==> src/rtl/fetch_unit_if.sv <==
// rtl/fetch_unit_if.sv - instruction memory request/response and decode handshake bundle
interface fetch_unit_if;
    logic [29:0] ic_index;
    logic        ic_en;
    logic [31:0] ic_rdata;
    logic        ic_rvalid;
    logic        instr_valid;
    logic        instr_ready;
    logic [31:0] instr_data;
    logic [31:0] instr_pc;

    // Fetch unit side: drives memory requests and the decode-facing head
    modport master (
        output ic_index,
        output ic_en,
        input  ic_rdata,
        input  ic_rvalid,
        output instr_valid,
        input  instr_ready,
        output instr_data,
        output instr_pc
    );

    // Environment side: the memory responder plus the decode consumer
    modport slave (
        input  ic_index,
        input  ic_en,
        output ic_rdata,
        output ic_rvalid,
        input  instr_valid,
        output instr_ready,
        input  instr_data,
        input  instr_pc
    );
endinterface

==> src/rtl/fetch_unit.sv <==
// rtl/fetch_unit.sv - sequential instruction fetch with two-cycle memory shadow pipe and buffer FIFO
module fetch_unit #(
    parameter logic [31:0] RESET_PC   = 32'h0000_0000,
    parameter int          FIFO_DEPTH = 4
) (
    input  logic         clk,
    input  logic         rst,
    input  logic         redirect_valid_i,
    input  logic [31:0]  redirect_pc_i,
    output logic         proto_err_o,
    fetch_unit_if.master bus
);
    localparam int AW = $clog2(FIFO_DEPTH);
    localparam int CW = AW + 1;
    // One extra bit so count + two in-flight slots never wraps in the compare
    localparam int OW = CW + 1;
    localparam logic [31:0] RESET_PC_ALIGNED = RESET_PC & 32'hFFFF_FFFC;

    logic [31:0] pc_q, pc_d;
    logic        s1_v_q, s1_v_d;
    logic [31:0] s1_pc_q, s1_pc_d;
    logic        s2_v_q, s2_v_d;
    logic [31:0] s2_pc_q, s2_pc_d;
    logic [CW-1:0] count_q, count_d;
    logic [AW-1:0] wr_ptr_q, wr_ptr_d;
    logic [AW-1:0] rd_ptr_q, rd_ptr_d;
    // Squash history: a flush one or two cycles ago means a response may still
    // arrive for a request the shadow pipe has already forgotten
    logic        sq1_q, sq1_d;
    logic        sq2_q, sq2_d;
    logic        proto_err_q, proto_err_d;

    logic [31:0] fifo_pc_q    [FIFO_DEPTH];
    logic [31:0] fifo_instr_q [FIFO_DEPTH];

    logic [OW-1:0] occ;
    logic          issue;
    logic          push;
    logic          pop;
    logic          err_set;
    logic          head_valid;

    // Credit check, handshake qualification and all next-state values
    always_comb begin
        occ        = OW'(count_q) + OW'(s1_v_q) + OW'(s2_v_q);
        issue      = !rst && !redirect_valid_i && (occ < OW'(FIFO_DEPTH));
        head_valid = (count_q != '0) && !redirect_valid_i;
        pop        = head_valid && bus.instr_ready;
        push       = bus.ic_rvalid && s2_v_q && !redirect_valid_i;
        err_set    = bus.ic_rvalid && !s2_v_q && !(redirect_valid_i || sq1_q || sq2_q);

        pc_d        = pc_q;
        s1_v_d      = 1'b0;
        s1_pc_d     = s1_pc_q;
        s2_v_d      = s1_v_q;
        s2_pc_d     = s1_pc_q;
        count_d     = count_q;
        wr_ptr_d    = wr_ptr_q;
        rd_ptr_d    = rd_ptr_q;
        sq1_d       = redirect_valid_i;
        sq2_d       = sq1_q;
        proto_err_d = proto_err_q | err_set;

        if (redirect_valid_i) begin
            pc_d     = redirect_pc_i & 32'hFFFF_FFFC;
            s2_v_d   = 1'b0;
            count_d  = '0;
            wr_ptr_d = '0;
            rd_ptr_d = '0;
        end else begin
            if (issue) begin
                s1_v_d  = 1'b1;
                s1_pc_d = pc_q;
                pc_d    = pc_q + 32'd4;
            end
            if (push) begin
                wr_ptr_d = wr_ptr_q + AW'(1);
            end
            if (pop) begin
                rd_ptr_d = rd_ptr_q + AW'(1);
            end
            count_d = count_q + CW'(push) - CW'(pop);
        end
    end

    // Control state; reset also opens the squash window so responses to
    // requests issued before reset are dropped quietly
    always_ff @(posedge clk) begin
        if (rst) begin
            pc_q        <= RESET_PC_ALIGNED;
            s1_v_q      <= 1'b0;
            s1_pc_q     <= '0;
            s2_v_q      <= 1'b0;
            s2_pc_q     <= '0;
            count_q     <= '0;
            wr_ptr_q    <= '0;
            rd_ptr_q    <= '0;
            sq1_q       <= 1'b1;
            sq2_q       <= 1'b1;
            proto_err_q <= 1'b0;
        end else begin
            pc_q        <= pc_d;
            s1_v_q      <= s1_v_d;
            s1_pc_q     <= s1_pc_d;
            s2_v_q      <= s2_v_d;
            s2_pc_q     <= s2_pc_d;
            count_q     <= count_d;
            wr_ptr_q    <= wr_ptr_d;
            rd_ptr_q    <= rd_ptr_d;
            sq1_q       <= sq1_d;
            sq2_q       <= sq2_d;
            proto_err_q <= proto_err_d;
        end
    end

    // Buffer storage; contents are don't-care whenever count says empty
    always_ff @(posedge clk) begin
        if (!rst && push) begin
            fifo_pc_q[wr_ptr_q]    <= s2_pc_q;
            fifo_instr_q[wr_ptr_q] <= bus.ic_rdata;
        end
    end

    assign bus.ic_index    = pc_q[31:2];
    assign bus.ic_en       = issue;
    assign bus.instr_valid = head_valid;
    assign bus.instr_data  = head_valid ? fifo_instr_q[rd_ptr_q] : 32'h0000_0013;
    assign bus.instr_pc    = head_valid ? fifo_pc_q[rd_ptr_q] : 32'h0000_0000;
    assign proto_err_o     = proto_err_q;
endmodule

==> src/flat_wrapper.sv <==
// flat-port wrapper written by rule: the top's interface ports become plain ports
module fetch_unit_flat 
#(
    parameter logic [31:0] RESET_PC   = 32'h0000_0000,
    parameter int          FIFO_DEPTH = 4
)
  (clk, rst, redirect_valid_i, redirect_pc_i, proto_err_o, bus_ic_index, bus_ic_en, bus_ic_rdata, bus_ic_rvalid, bus_instr_valid, bus_instr_ready, bus_instr_data, bus_instr_pc);
  fetch_unit_if bus_i ();
  input  logic clk;
  input  logic rst;
  input  logic redirect_valid_i;
  input  logic [31:0] redirect_pc_i;
  output logic proto_err_o;
  output wire logic [$bits(bus_i.ic_index)-1:0] bus_ic_index;
  output wire logic [$bits(bus_i.ic_en)-1:0] bus_ic_en;
  input wire logic [$bits(bus_i.ic_rdata)-1:0] bus_ic_rdata;
  input wire logic [$bits(bus_i.ic_rvalid)-1:0] bus_ic_rvalid;
  output wire logic [$bits(bus_i.instr_valid)-1:0] bus_instr_valid;
  input wire logic [$bits(bus_i.instr_ready)-1:0] bus_instr_ready;
  output wire logic [$bits(bus_i.instr_data)-1:0] bus_instr_data;
  output wire logic [$bits(bus_i.instr_pc)-1:0] bus_instr_pc;
  assign bus_ic_index = bus_i.ic_index;
  assign bus_ic_en = bus_i.ic_en;
  assign bus_i.ic_rdata = bus_ic_rdata;
  assign bus_i.ic_rvalid = bus_ic_rvalid;
  assign bus_instr_valid = bus_i.instr_valid;
  assign bus_i.instr_ready = bus_instr_ready;
  assign bus_instr_data = bus_i.instr_data;
  assign bus_instr_pc = bus_i.instr_pc;
  fetch_unit #(.RESET_PC(RESET_PC), .FIFO_DEPTH(FIFO_DEPTH)) u_core (.clk(clk), .rst(rst), .redirect_valid_i(redirect_valid_i), .redirect_pc_i(redirect_pc_i), .proto_err_o(proto_err_o), .bus(bus_i));
endmodule
==> config.mk <==
export PLATFORM = sky130hd
export DESIGN_NAME = fetch_unit_flat
export DESIGN_NICKNAME = d
export VERILOG_FILES = /design/src/rtl/fetch_unit_if.sv /design/src/rtl/fetch_unit.sv /design/src/flat_wrapper.sv
export SDC_FILE = /design/constraint.sdc
export NUM_CORES = 1
export LEC_CHECK = 0
export CAP_MARGIN = 20
export CORE_ASPECT_RATIO = 1.5
export CORE_MARGIN = 8
export CORE_UTILIZATION = 35
export CTS_BUF_LIST = sky130_fd_sc_hd__clkbuf_4
export DETAILED_ROUTE_END_ITERATION = 8
export PLACE_DENSITY = 0.61
export SLEW_MARGIN = 20
export SYNTH_ARGS = -nofsm -noshare
export SYNTH_HDL_FRONTEND = slang
export SYNTH_SLANG_ARGS = --single-unit
==> constraint.sdc <==
create_clock -name clk -period 3.1 [get_ports clk]
set_input_delay 0.775 -clock clk [delete_from_list [all_inputs] [get_ports clk]]
set_output_delay 0.775 -clock clk [all_outputs]
set_load 0.03 [all_outputs]
Word level (Yosys, flattened, before mapping):

Memories as Yosys holds them, arrays and structs flattened. A register that Yosys moved wholly into a read port is not among the register bits.
Cells that the tools add are included.

* bits in registers: 108
* bits in latches: 0
* RAM bits: 256
* bits in read-only memories: 0
* input port bits: 69
* output and inout port bits: 97
* logic and storage cells: 54
* memories: 2

* add/sub/neg operators: 7
* multipliers: 0
* div/mod/pow operators: 0
* order comparisons: 1
* eq/ne operators: 0
* shifts and indexed selects: 0
* muxes and demuxes: 11
* bitwise gates (word level): 2
* reductions and logical operators: 19

Memories
* u_core.fifo_instr_q: depth 4, width 32, read ports 1, clocked after memory_dff 1, wr ports 1, RTL line fetch_unit.sv:34 `logic [31:0] fifo_instr_q [FIFO_DEPTH];`
* u_core.fifo_pc_q: depth 4, width 32, read ports 1, clocked after memory_dff 1, wr ports 1, RTL line fetch_unit.sv:33 `logic [31:0] fifo_pc_q [FIFO_DEPTH];`

Operators with widths (number)
* 32-bit two-way mux: 4
* 32-bit by 3-bit adder with 32-bit output, second input constant: 1
* 1-bit logical AND: 9
* 2-bit two-way mux: 4
* 2-bit by 1-bit adder with 2-bit output, second input constant: 2
* 3-bit by 1-bit adder with 4-bit output: 1
* 4-bit by 1-bit adder with 4-bit output: 1
* 1-bit zero test: 4
* 4-bit by 3-bit < comparator with 1-bit output, second input constant: 1
* 3-bit by 1-bit adder with 3-bit output: 1
* 1-bit two-way mux: 3
* 3-bit nonzero test: 1
* 3-bit by 1-bit subtractor with 3-bit output: 1
* 1-bit logical OR: 2
* 2-bit AND reduction: 1
* 2-bit nonzero test: 1
* 2-bit OR reduction: 1
* 1-bit inverter: 1
* 1-bit bitwise OR: 1

Longest topological paths before layout:

* depth after elaboration: 6
* gate-level depth with buffers: 10

Worst setup path before layout:

OpenSTA, ideal clock, no wires.

* path type: input-to-reg
* from: input redirect_valid_i
* to: memory u_core.fifo_instr_q[0][0], enable pin
* data arrival time: 2.823 ns
* data required time: 2.673 ns
* setup slack: -0.150 ns
* stages: 5
* path through: clkbuf_1 nor2b_1 nand2_1 nor2_1 and2_1

* longest elaborated chain between the ends: 5

Ends and longest elaborated chain
* from (decl): RTL line flat_wrapper.sv:11 `input logic redirect_valid_i;`
* 1-bit zero test: RTL line fetch_unit.sv:49 `push = bus.ic_rvalid && s2_v_q && !redirect_valid_i;`
* 1-bit logical AND: RTL line fetch_unit.sv:49
* 1-bit logical AND: RTL line fetch_unit.sv:118 `if (!rst && push) begin`
* 1-bit two-way mux: RTL line fetch_unit.sv:118
* 1-bit two-way mux (implied by the code): RTL line fetch_unit.sv:120 `fifo_instr_q[wr_ptr_q] <= bus.ic_rdata;`
* to (decl): RTL line fetch_unit.sv:34

No other way between the ends.

==> impl_metrics.ini <==
[outcome]
status = finished, final reports clean

[layout]
fin_nets = 1204
stdcell_count = 1689
num-fill-cells = 3375
synthToLayoutAreaGrowth_pct = 33.8
drive_gt1_share_pct = 34.8
fin_util_pct = 47.4

[yosys]
yosys.area.top_type = edfxtp_1
netlist_area_um2 = 13700
yosysTopAreaCellShare_pct = 54.5
yosys_most_used_dff = edfxtp_1
ys_warn_count = 0
synth_cell_type_count = 46
ys_seq_elements = 352
syn_inst = 872
syn_avg_cell_area_um2 = 15.7
synth_edf_count = 248
seq_area_frac_synth_pct = 69.8
synthTopCellsByArea = edfxtp_1, dfxtp_1, mux4_2
async_flop_share_pct = 0

[global_route]
antenna_found_initial = 3
use_met3_pct = 3.42
use_met2_pct = 24.7
use_met1_pct = 15.5
grt.overflow.total = 0
grt_pass1_wl_um = 48600
grt_usage_pct = 13.9
grt.busiest_layer = met2
grt_max_degree = 93
grt_pass1_vias = 8596

[drt]
drc = 0
dr.pass1.iters = 6
dr_total_vias = 8083
routed_via_density = 4.79
drtIter0Drc = 308
avgRoutedWirePerCell_um = 18.8
postRouteAntennaNets = 0
wirelength_um = 31700

[place]
place_ws_ns = -0.134
routabilityCongestion = 0.779
numPortBuffers = 161
dp_hpwl_um = 19200
dp.cells = 1508

[sta]
worstMarginPinSlew_ns = 1.03
finalSetupViolCount = 0
slew_headroom_pct = 31.3
rsz0062_at_grt = yes
fin_crit_ns = 3.07
fin_setup_tns_ns = 0
final-hold-violation-count = 0
period_share_pct = 99.2
slew_viol_final = 0
fin_ws_ns = 0.0254
fmax_mhz = 325
skew_ns = 0.0508

[worst_setup_path]
cp_max_fo = 7
rr_startpoint = u_core.pc_q[9]
worstSetupPathType = register to output port
crit_path_end_kind = output port
worstPathCellList = buf_12 -> mux4_2 -> or3_4 -> buf_6
crit_path_top_delay_cell = mux4_2
required_ns = 2.32
worst_setup_path_start_kind = register
cp.arrival_ns = 2.30
slowest_delay_ns = 0.51

[floorplanning]
chipHeight_um = 258
rows = 88
fp.dieW_um = 177
core_um2 = 38500
io_pins = 166
start_util_pct = 35.4
die_area_um2 = 45700

[hold_path]
hold_path.startpoint = u_core.sq1_q
holdCritPathClass = register to register

[clock_tree]
cts_buffers = 85
root_buffer = clkbuf_4
clockBufferDepth = 3
cts_sinks = 352
clk_latency_ns = 0.73
cts_tree = built
clk_pin_slew_ns = 0.07
cts_max_level = 3

[power_and_ir_drop]
clkPwrFrac_pct = 41.4
powerDensity_nw_per_um2 = 516
switchingPower_w = 0.00204
vdd_drop_max_mv = 0.233
p_total_w = 0.00943
seq_power_share_pct = 54.3
intPower_w = 0.00738
sw_frac_of_total_pct = 21.7
power.leakage_nw = 6.19
combPwrFrac_pct = 4.3

[job]
maxCapViolCount = 0
## kinds of logic after synthesis
logic type	share of synthesized area, %
AO/OA/AOI/OAI	5.07
XOR/XNOR	1.80
adder cells (fa/ha/maj)	0.971
buffers and inverters	2.26
flip-flops	69.8
multiplexers	10.3
other	0.0275
AND/OR/NAND/NOR	9.80
## layout by cell type, fill, tap and decap left out, types with 4 or more instances in the layout
cell type / count
ha_1: 7
buf_4: 34
nor2_1: 32
xnor2_1: 27
nand3_1: 10
a2111oi_0: 4
clkdlybuf4s50_1: 95
nor4_1: 4
nor3_1: 9
nor2b_1: 31
buf_12: 49
and2_4: 60
o21bai_1: 5
a2111oi_2: 9
and2_1: 7
a21oi_1: 38
dfxtp_1: 98
clkinv_1: 21
mux4_2: 62
and4_1: 7
buf_16: 8
inv_1: 15
buf_6: 30
edfxtp_1: 248
nand2_1: 72
nand4_1: 8
clkbuf_4: 127
a211oi_1: 20
## worst paths after layout
path	slack, ns	end	depth (start not counted)
hold / removal	0.44	u_core.sq2_q	1
setup reg to reg	0.65	u_core.pc_q[20]	5
hold reg to reg	0.44	u_core.sq2_q	1
setup / recovery	0.03	bus_instr_data[1]	4
## stage by stage
| step | hold WS (ns) | instance area [µm²] |
|---|---|---|
| final | 0.442 | 18300 |
| after global routing | 0.422 | 18300 |
| after CTS | 0.370 | 18200 |
| after detailed placement | 0.430 | 16300 |
| after global placement | 0.425 | 16300 |
| after floorplan | 0.416 | 13700 |
## cell usage after synthesis, types with 2 or more instances
| cell | count |
|---|---|
| a2111oi_0 | 4 |
| nor2b_1 | 31 |
| nor2_1 | 33 |
| nand4_1 | 8 |
| buf_1 | 3 |
| a2111oi_2 | 9 |
| a31oi_1 | 2 |
| xnor2_1 | 27 |
| a311o_1 | 2 |
| clkbuf_1 | 42 |
| mux4_2 | 62 |
| o21bai_1 | 6 |
| o21ai_0 | 2 |
| a21oi_1 | 39 |
| dfxtp_1 | 104 |
| and2_1 | 67 |
| a211oi_1 | 20 |
| nor3_1 | 10 |
| nor4_1 | 4 |
| edfxtp_1 | 248 |
| and4_1 | 7 |
| nand3_1 | 10 |
| a2111oi_4 | 2 |
| and3_1 | 2 |
| inv_1 | 16 |
| buf_2 | 7 |
| nand2_1 | 72 |
| buf_4 | 4 |
| or3_1 | 4 |
| ha_1 | 9 |
## power by group through the flow
stage | Clock [W] | Combinational, W | Sequential (W)
3_5_place_dp | 0 | 0.000403 | 0.00522
3_3_place_gp | 0 | 0.000399 | 0.00522
6_report | 0.00390 | 0.000409 | 0.00512
5_1_grt | 0.00429 | 0.000440 | 0.00512
4_1_cts | 0.00407 | 0.000413 | 0.00512
2_1_floorplan | 0 | 0.000138 | 0.00526
## timing repair
item	4_1_cts	5_1_grt
hold buffers	0	0
cloned	7	2
gates resized for setup	127	7
pin swaps	49	8
setup endpoints to repair	60	62
setup buffers	16	0
## critical path: cells and delay by family (launching register included)
| kind | cells | cell delay, ns |
|---|---|---|
| muxes | 1 | 0.51 |
| and+or+nand+nor | 1 | 0.34 |
| DFF | 1 | 0.42 |
| buffers and inverters | 2 | 0.29 |
## routing by layer
layer  vias to the layer above  routed length [µm]  share of wire (%)
li1                       3857                   -                  -
met1                      3968               12500                 39
met5                         -                   8              0.025
met4                         2                 605                1.9
met2                       214               17000                 54
met3                        42                1640                5.2
## registers in the layout, summed over array words and instances, names as in the netlist, 2 cells and up, named ones only
name / cells
u_core.fifo_instr_q: 128
u_core.s2_pc_q: 30
u_core.pc_q: 30
u_core.rd_ptr_q: 2
u_core.fifo_pc_q: 120
u_core.wr_ptr_q: 2
u_core.count_q: 3
u_core.s1_pc_q: 30
## area by class of cell
cell class | instances | area, µm² | area share [%]
antenna | 2 | 5.00 | 0.0274
clock buffer | 127 | 953 | 5.22
clock inverter | 27 | 191 | 1.05
inverter | 17 | 66.3 | 0.363
multi-input combinational | 447 | 4040 | 22.1
sequential | 352 | 9540 | 52.2
tap | 495 | 619 | 3.39
timing repair buffer | 222 | 2860 | 15.6
Note: power is estimated with default switching activity, not from simulation.
==> edit 1 (config.mk and constraints unchanged) <==
Register the output `proto_err_o` once more, cleared by the reset; this adds one clock of latency there. The other outputs are not delayed to match.
--- a/src/rtl/fetch_unit.sv
+++ b/src/rtl/fetch_unit.sv
@@ -126,6 +126,12 @@
     assign bus.instr_valid = head_valid;
     assign bus.instr_data  = head_valid ? fifo_instr_q[rd_ptr_q] : 32'h0000_0013;
     assign bus.instr_pc    = head_valid ? fifo_pc_q[rd_ptr_q] : 32'h0000_0000;
-    assign proto_err_o     = proto_err_q;
+    always_ff @(posedge clk) begin
+        if (rst) begin
+            proto_err_o <= '0;
+        end else begin
+            proto_err_o <= proto_err_q;
+        end
+    end
 endmodule
 
Function: same outputs for any inputs over 4 cycles, from zero or initial values and one cycle with rst high; that may be too few to reach the edited logic, so the function may still have changed.
==> edit 1 against the unedited design <==
Power fell by 2.1%. Cell area is 2.2% lower. Count of clock-buffer cells in the layout is 5 lower. Sequential cell count rose by 1. Synthesized cell count decreased by 7.8%. Maximum frequency shrank 0.71%. Wire length down 1.9%. Sequential power is 0.8% higher. Global-route usage about the same. Synthesized area is 0.67% lower. Setup slack got worse by 0.022 ns. Critical endpoint is now bus_instr_data[4]. Largest cell class unchanged. Largest power group unchanged.
==> edit 1: results (changes against the unedited design) <==
stage;metric;value;unit;change
status;outcome;complete, no violations;;unchanged
final_layout;Largest regs;u_core.fifo_instr_q: 128 flops, u_core.fifo_pc_q: 120 flops;;unchanged
placed_design;placed cell areas;16300;sq um;about the same
yosys;Synth cell types;54;;was 46
cts;worst skew pair latency;0.73;ns;about the same
cts;total CTS buffers;81;;was 85
placed_design;I/O Buffers;161;;unchanged
yosys;compound-gate portion of the synthesized area;2.26;%;was 5.07%
cts;Clock transition at path regs;0.07;ns;about the same
yosys;Commonest cells post-synth;edfxtp_1, dfxtp_1, and2_1, mux4_2;;was edfxtp_1, dfxtp_1, nand2_1, and2_1, mux4_2
yosys;sequential share of the synthesized area;70.4;%;was 69.8%
grt;Remaining Overflow, GRT;0;;unchanged
yosys;async set-reset flop share out of synthesis;0;%;unchanged
final_layout;share of cells above drive strength 1;35.9;%;was 34.8%
yosys;post-synthesis mux area share;12.9;%;was 10.3%
power;Leak;6.18;nW;was 6.19 nW
worst_setup_path;CP arrival;2.32;ns;was 2.30 ns
final_layout;final cell count without fillers;1606;;was 1689
worst_setup_path;Startpoint Class;flip-flop;;unchanged
cts;Clock Path Buffers;3;;unchanged
worst_hold_path;Worst Hold Class;reg -> reg;;unchanged
cts;htree depth;3;;unchanged
sta;clock skew;0.0541;ns;was 0.0508 ns
worst_hold_path;source of the worst hold timing path;u_core.sq1_q;;unchanged
power;Max IR drop VDD;0.000210;V;was 0.000233 V
grt;all-layer global routing usage;13.9;%;about the same
yosys;cells after synthesis;804;;was 872
placed_design;gpl congestion;0.770;;was 0.779
cts;root buf cell;clkbuf_4;;unchanged
yosys;Area contributors post-synth;edfxtp_1, dfxtp_1, mux4_2;;unchanged
yosys;post-synthesis xor/xnor area fraction;1.74;%;was 1.80%
worst_setup_path;critical path peak fanout;5;;was 7
grt;number of global-route vias before repair;8303;;was 8596
grt;largest net degree at the start of global routing;49;;was 93
power;Sw Pwr;1.98;mW;was 2.04 mW
yosys;Yosys warnings;0;;unchanged
grt;initial antenna violation count;1;;was 3
detailed_routing;total number of vias;7604;;was 8083
detailed_routing;final wirelength;31100;um;was 31700 um
final_layout;Filler Cell Count;3369;;was 3375
yosys;Post-Synth Adder-Cell Area;0.978;%;was 0.971%
placed_design;hpwl dp;19500;um;was 19200 um
yosys;EDFF count, synth;248;;unchanged
detailed_routing;First-pass DRT Iterations;4;;was 6
yosys;Synth Flop Type;edfxtp_1;;unchanged
detailed_routing;drt first-iter violations;257;;was 308
worst_setup_path;Critical R2R Launch;u_core.count_q[1];;was u_core.pc_q[9]
final_layout;Post-layout nets;1130;;was 1204
placed_design;dpl cells;1447;;was 1508
grt;first-pass GRT wire length;48200;um;was 48600 um
==> edit 1: cell count changes after synthesis, sizes merged, moves of 4 or more <==
cell,unedited run,this run
xor2,1,15
inv,16,11
xnor2,27,12
a21oi,39,4
nand2,72,25
o21bai,6,0
clkbuf,42,26
a2111oi,15,0
mux2,1,30
nand4,9,13
a31oi,2,6
or3,4,8
==> edit 1: logic make-up (layout without fill, tap and decap cells) <==
group,Yosys count,count (layout)
fa+ha+maj,10,10
simple gates,224,224
other cells,1,3
flops,353,353
xor+xnor,27,27
compound gates,41,41
mux,93,93
buf+inv,55,360
==> edit 1: power by group through the flow <==
stage | sequential (mW) | combinational [mW] | clock (mW)
floorplan | 5.29 | 0.140 | 0
global placement | 5.26 | 0.386 | 0
detailed placement | 5.26 | 0.391 | 0
CTS | 5.16 | 0.396 | 3.85
global route | 5.17 | 0.422 | 4.08
finish | 5.16 | 0.390 | 3.68
==> edit 1: per-layer routing <==
layer | up-vias | GRT usage [%] | share of wire, %
met2 | 216 | 25.6 | 55
met5 | - | 0 | 0
li1 | 3611 | - | -
met3 | 43 | 3.56 | 5.5
met4 | 0 | 5.60 | 2.1
met1 | 3734 | 14.8 | 37
==> edit 1: cell type report <==
class | count | area (sq um) | area share [%]
flip-flops and latches | 353 | 9560 | 53.5
multi-input cells | 397 | 3900 | 21.8
repair buffers | 206 | 2700 | 15.1
clock buffers | 122 | 916 | 5.12
well taps | 495 | 619 | 3.47
clock inverters | 20 | 131 | 0.735
inverters | 12 | 45.0 | 0.252
diodes | 1 | 2.50 | 0.0140
==> edit 1: critical path, stage by stage, from the launching register on <==
cell and delay (ns):
dfxtp_4 0.38, buf_6 0.11, buf_16 0.13, mux4_2 0.50
or3_4 0.34, buf_6 0.15
==> edit 1: timing repair <==
item                       in CTS  in global routing
setup endpoints to repair      63                 62
gates cloned                    6                  1
setup buffers                   8                  2
gates resized for setup        82                 21
pin swaps                      18                  6
==> edit 1: per-stage QoR <==
stage	hold slack [ns]	setup WS, ns	power (mW)	utilization, %
floorplan	0.403	0.287	5.43	-
global placement	0.422	-0.0261	5.65	42.4
detailed placement	0.413	-0.0378	5.65	42.4
CTS	0.451	-0.120	9.41	46.4
global route	0.463	-0.127	9.67	46.6
finish	0.454	0.00329	9.23	46.6
==> edit 1: final timing paths <==
check,end,slack [ns],cells past startpoint
max,bus_instr_data[4],0.003,5
min,u_core.sq2_q,0.45,1
max reg2reg,u_core.pc_q[20],0.78,7
min reg2reg,u_core.sq2_q,0.45,1
==> edit 2 (same flow settings) <==
Without the edit above. `FIFO_DEPTH` is set to 4 in 2 places; all go to 8.
--- a/src/rtl/fetch_unit.sv
+++ b/src/rtl/fetch_unit.sv
@@ -1,7 +1,7 @@
 // rtl/fetch_unit.sv - sequential instruction fetch with two-cycle memory shadow pipe and buffer FIFO
 module fetch_unit #(
     parameter logic [31:0] RESET_PC   = 32'h0000_0000,
-    parameter int          FIFO_DEPTH = 4
+    parameter int          FIFO_DEPTH = 8
 ) (
     input  logic         clk,
     input  logic         rst,
--- a/src/flat_wrapper.sv
+++ b/src/flat_wrapper.sv
@@ -2,7 +2,7 @@
 module fetch_unit_flat 
 #(
     parameter logic [31:0] RESET_PC   = 32'h0000_0000,
-    parameter int          FIFO_DEPTH = 4
+    parameter int          FIFO_DEPTH = 8
 )
   (clk, rst, redirect_valid_i, redirect_pc_i, proto_err_o, bus_ic_index, bus_ic_en, bus_ic_rdata, bus_ic_rvalid, bus_instr_valid, bus_instr_ready, bus_instr_data, bus_instr_pc);
   fetch_unit_if bus_i ();
Function: same outputs for any inputs over 4 cycles, from zero or initial values and one cycle with rst high; that may be too few to reach the edited logic, so the function may still have changed.
==> edit 2 against the unedited design <==
The run now ends with setup timing left. Synthesized area increased by 71%. Sequential cell count increased by 252. Wire length increased by 70%. Non-clock buffer count increased by 27. Power increased by 68%. Cell area increased by 63%. Setup slack got worse by 0.35 ns. Global-route usage increased by 0.59 points. Die area increased by 65%. Critical endpoint is now bus_instr_pc[28].
==> edit 2: results (changes against the unedited design) <==
stage;metric;value;unit;change
sta;Setup Viol. Count Final;62;;was 0
final_layout;multi-input combinational area share;21.2;%;was 22.1%
final_layout;Signal buffers;249;;was 222
placed_design;Post-Place Setup Slack;0.0289;ns;was -0.134 ns
final_layout;Largest regs;u_core.fifo_instr_q: 256 flops, u_core.fifo_pc_q: 240 flops;;was u_core.fifo_instr_q: 128 flops, u_core.fifo_pc_q: 120 flops
yosys;Commonest cells post-synth;edfxtp_1, mux4_2, dfxtp_1, nand2_1, nor2_1;;was edfxtp_1, dfxtp_1, nand2_1, and2_1, mux4_2
final_layout;final cell count without fillers;2631;;was 1689
yosys;EDFF count, synth;496;;was 248
worst_setup_path;CP arrival;2.65;ns;was 2.30 ns
cts;cts repair resizes;84;;was 127
grt;number of global-route vias before repair;14100;;was 8596
grt;all-layer global routing usage;14.5;%;was 13.9%
cts;htree depth;4;;was 3
final_layout;Post-layout nets;1713;;was 1204
power;Max IR drop VDD;0.000244;V;was 0.000233 V
final_layout;Filler Cell Count;5847;;was 3375
grt;largest net degree at the start of global routing;91;;was 93
sta;Setup WS post-layout;-0.321;ns;was 0.0254 ns
grt;first-pass GRT wire length;83100;um;was 48600 um
final_layout;Seq/total area;57.3;%;was 52.2%
yosys;cells after synthesis;1306;;was 872
power;Leak;9.52;nW;was 6.19 nW
final_layout;NonClk Buf Share;11.1;%;was 15.6%
sta;Slew headroom;60.8;%;was 31.3%
final_layout;share of cells above drive strength 1;33.9;%;was 34.8%
cts;worst skew pair latency;0.85;ns;was 0.73 ns
yosys;sequential share of the synthesized area;73.1;%;was 69.8%
sta;clock skew;0.0434;ns;was 0.0508 ns
placed_design;gpl congestion;0.790;;was 0.779
worst_hold_path;Worst Hold Class;in -> reg;;was reg -> reg
final_layout;comb_multi_in;607;;was 447
status;outcome;finished with violations;;was complete, no violations
final_layout;clk tree area frac;6.33;%;was 6.26%
detailed_routing;First-pass DRT Iterations;5;;was 6
yosys;Area contributors post-synth;edfxtp_1, mux4_2, dfxtp_1;;was edfxtp_1, dfxtp_1, mux4_2
placed_design;dpl cells;2333;;was 1508
status;failing checks;setup timing;;
final_layout;Non-CTS inverters;23;;was 17
detailed_routing;final wirelength;54000;um;was 31700 um
worst_setup_path;critical path peak fanout;6;;was 7
detailed_routing;drt first-iter violations;781;;was 308
detailed_routing;via/cell ratio;4.89;;was 4.79
final_layout;clock buffers;210;;was 127
edit 2: cell types whose count changed in the layout (fill, tap and decap cells not counted), sizes merged, moves of 13 or more:
cell	change
edfxtp	+248
clkbuf	+82
and2	-67
mux2i	+62
mux4	+62
nor2	+47
nand2	+32
buf	+28
xnor2	-17
inv	+14
a211oi	-13
clkinv	+13
edit 2: stage by stage:
stage | total power [mW] | instance area, sq um | TNS [ns] | util (%)
after floorplan | 9.21 | 23500 | -191.46 | -
after global placement | 9.45 | 26900 | -0.00877 | 40.5
after detailed placement | 9.46 | 26900 | 0 | 40.5
after CTS | 16.1 | 29700 | -26.97 | 44.8
after global routing | 16.5 | 29800 | -27.40 | 44.9
final | 15.8 | 29800 | -15.75 | 44.9
edit 2: cells by family after synthesis:
kind of cell               share of synthesized area [%]
AOI/OAI and AO/OA                                   2.90
xor gates and xnor gates                           0.526
adders and majority gates                          0.676
buffers and inverters                               1.75
DFF                                                 73.1
muxes                                               14.7
other                                             0.0161
and+or+nand+nor                                     6.30
edit 2: power by group:
part / internal [mW] / leakage (nW) / switching (mW)
clock: 3.46 / 1.13 / 3.06
combinational: 0.207 / 3.09 / 0.247
sequential: 8.77 / 5.30 / 0.0711
total: 12.4 / 9.52 / 3.38
edit 2: metal layers:
layer | GRT usage (%) | up-vias | part of all wire, %
met2 | 24.6 | 345 | 51
met5 | 0 | - | 0
met4 | 5.38 | 0 | 2.3
met1 | 17.4 | 6510 | 41
li1 | - | 5918 | -
met3 | 3.74 | 102 | 5.3
edit 2: final timing paths:
check	to	slack, ns	cells after the start	start
setup / recovery	bus_instr_pc[28]	-0.32	7	flip-flop
hold / removal	u_core.s2_pc_q[14]	0.39	2	rst
setup reg to reg	u_core.pc_q[19]	0.75	7	u_core.s2_v_q
hold reg to reg	u_core.sq2_q	0.44	1	u_core.sq1_q
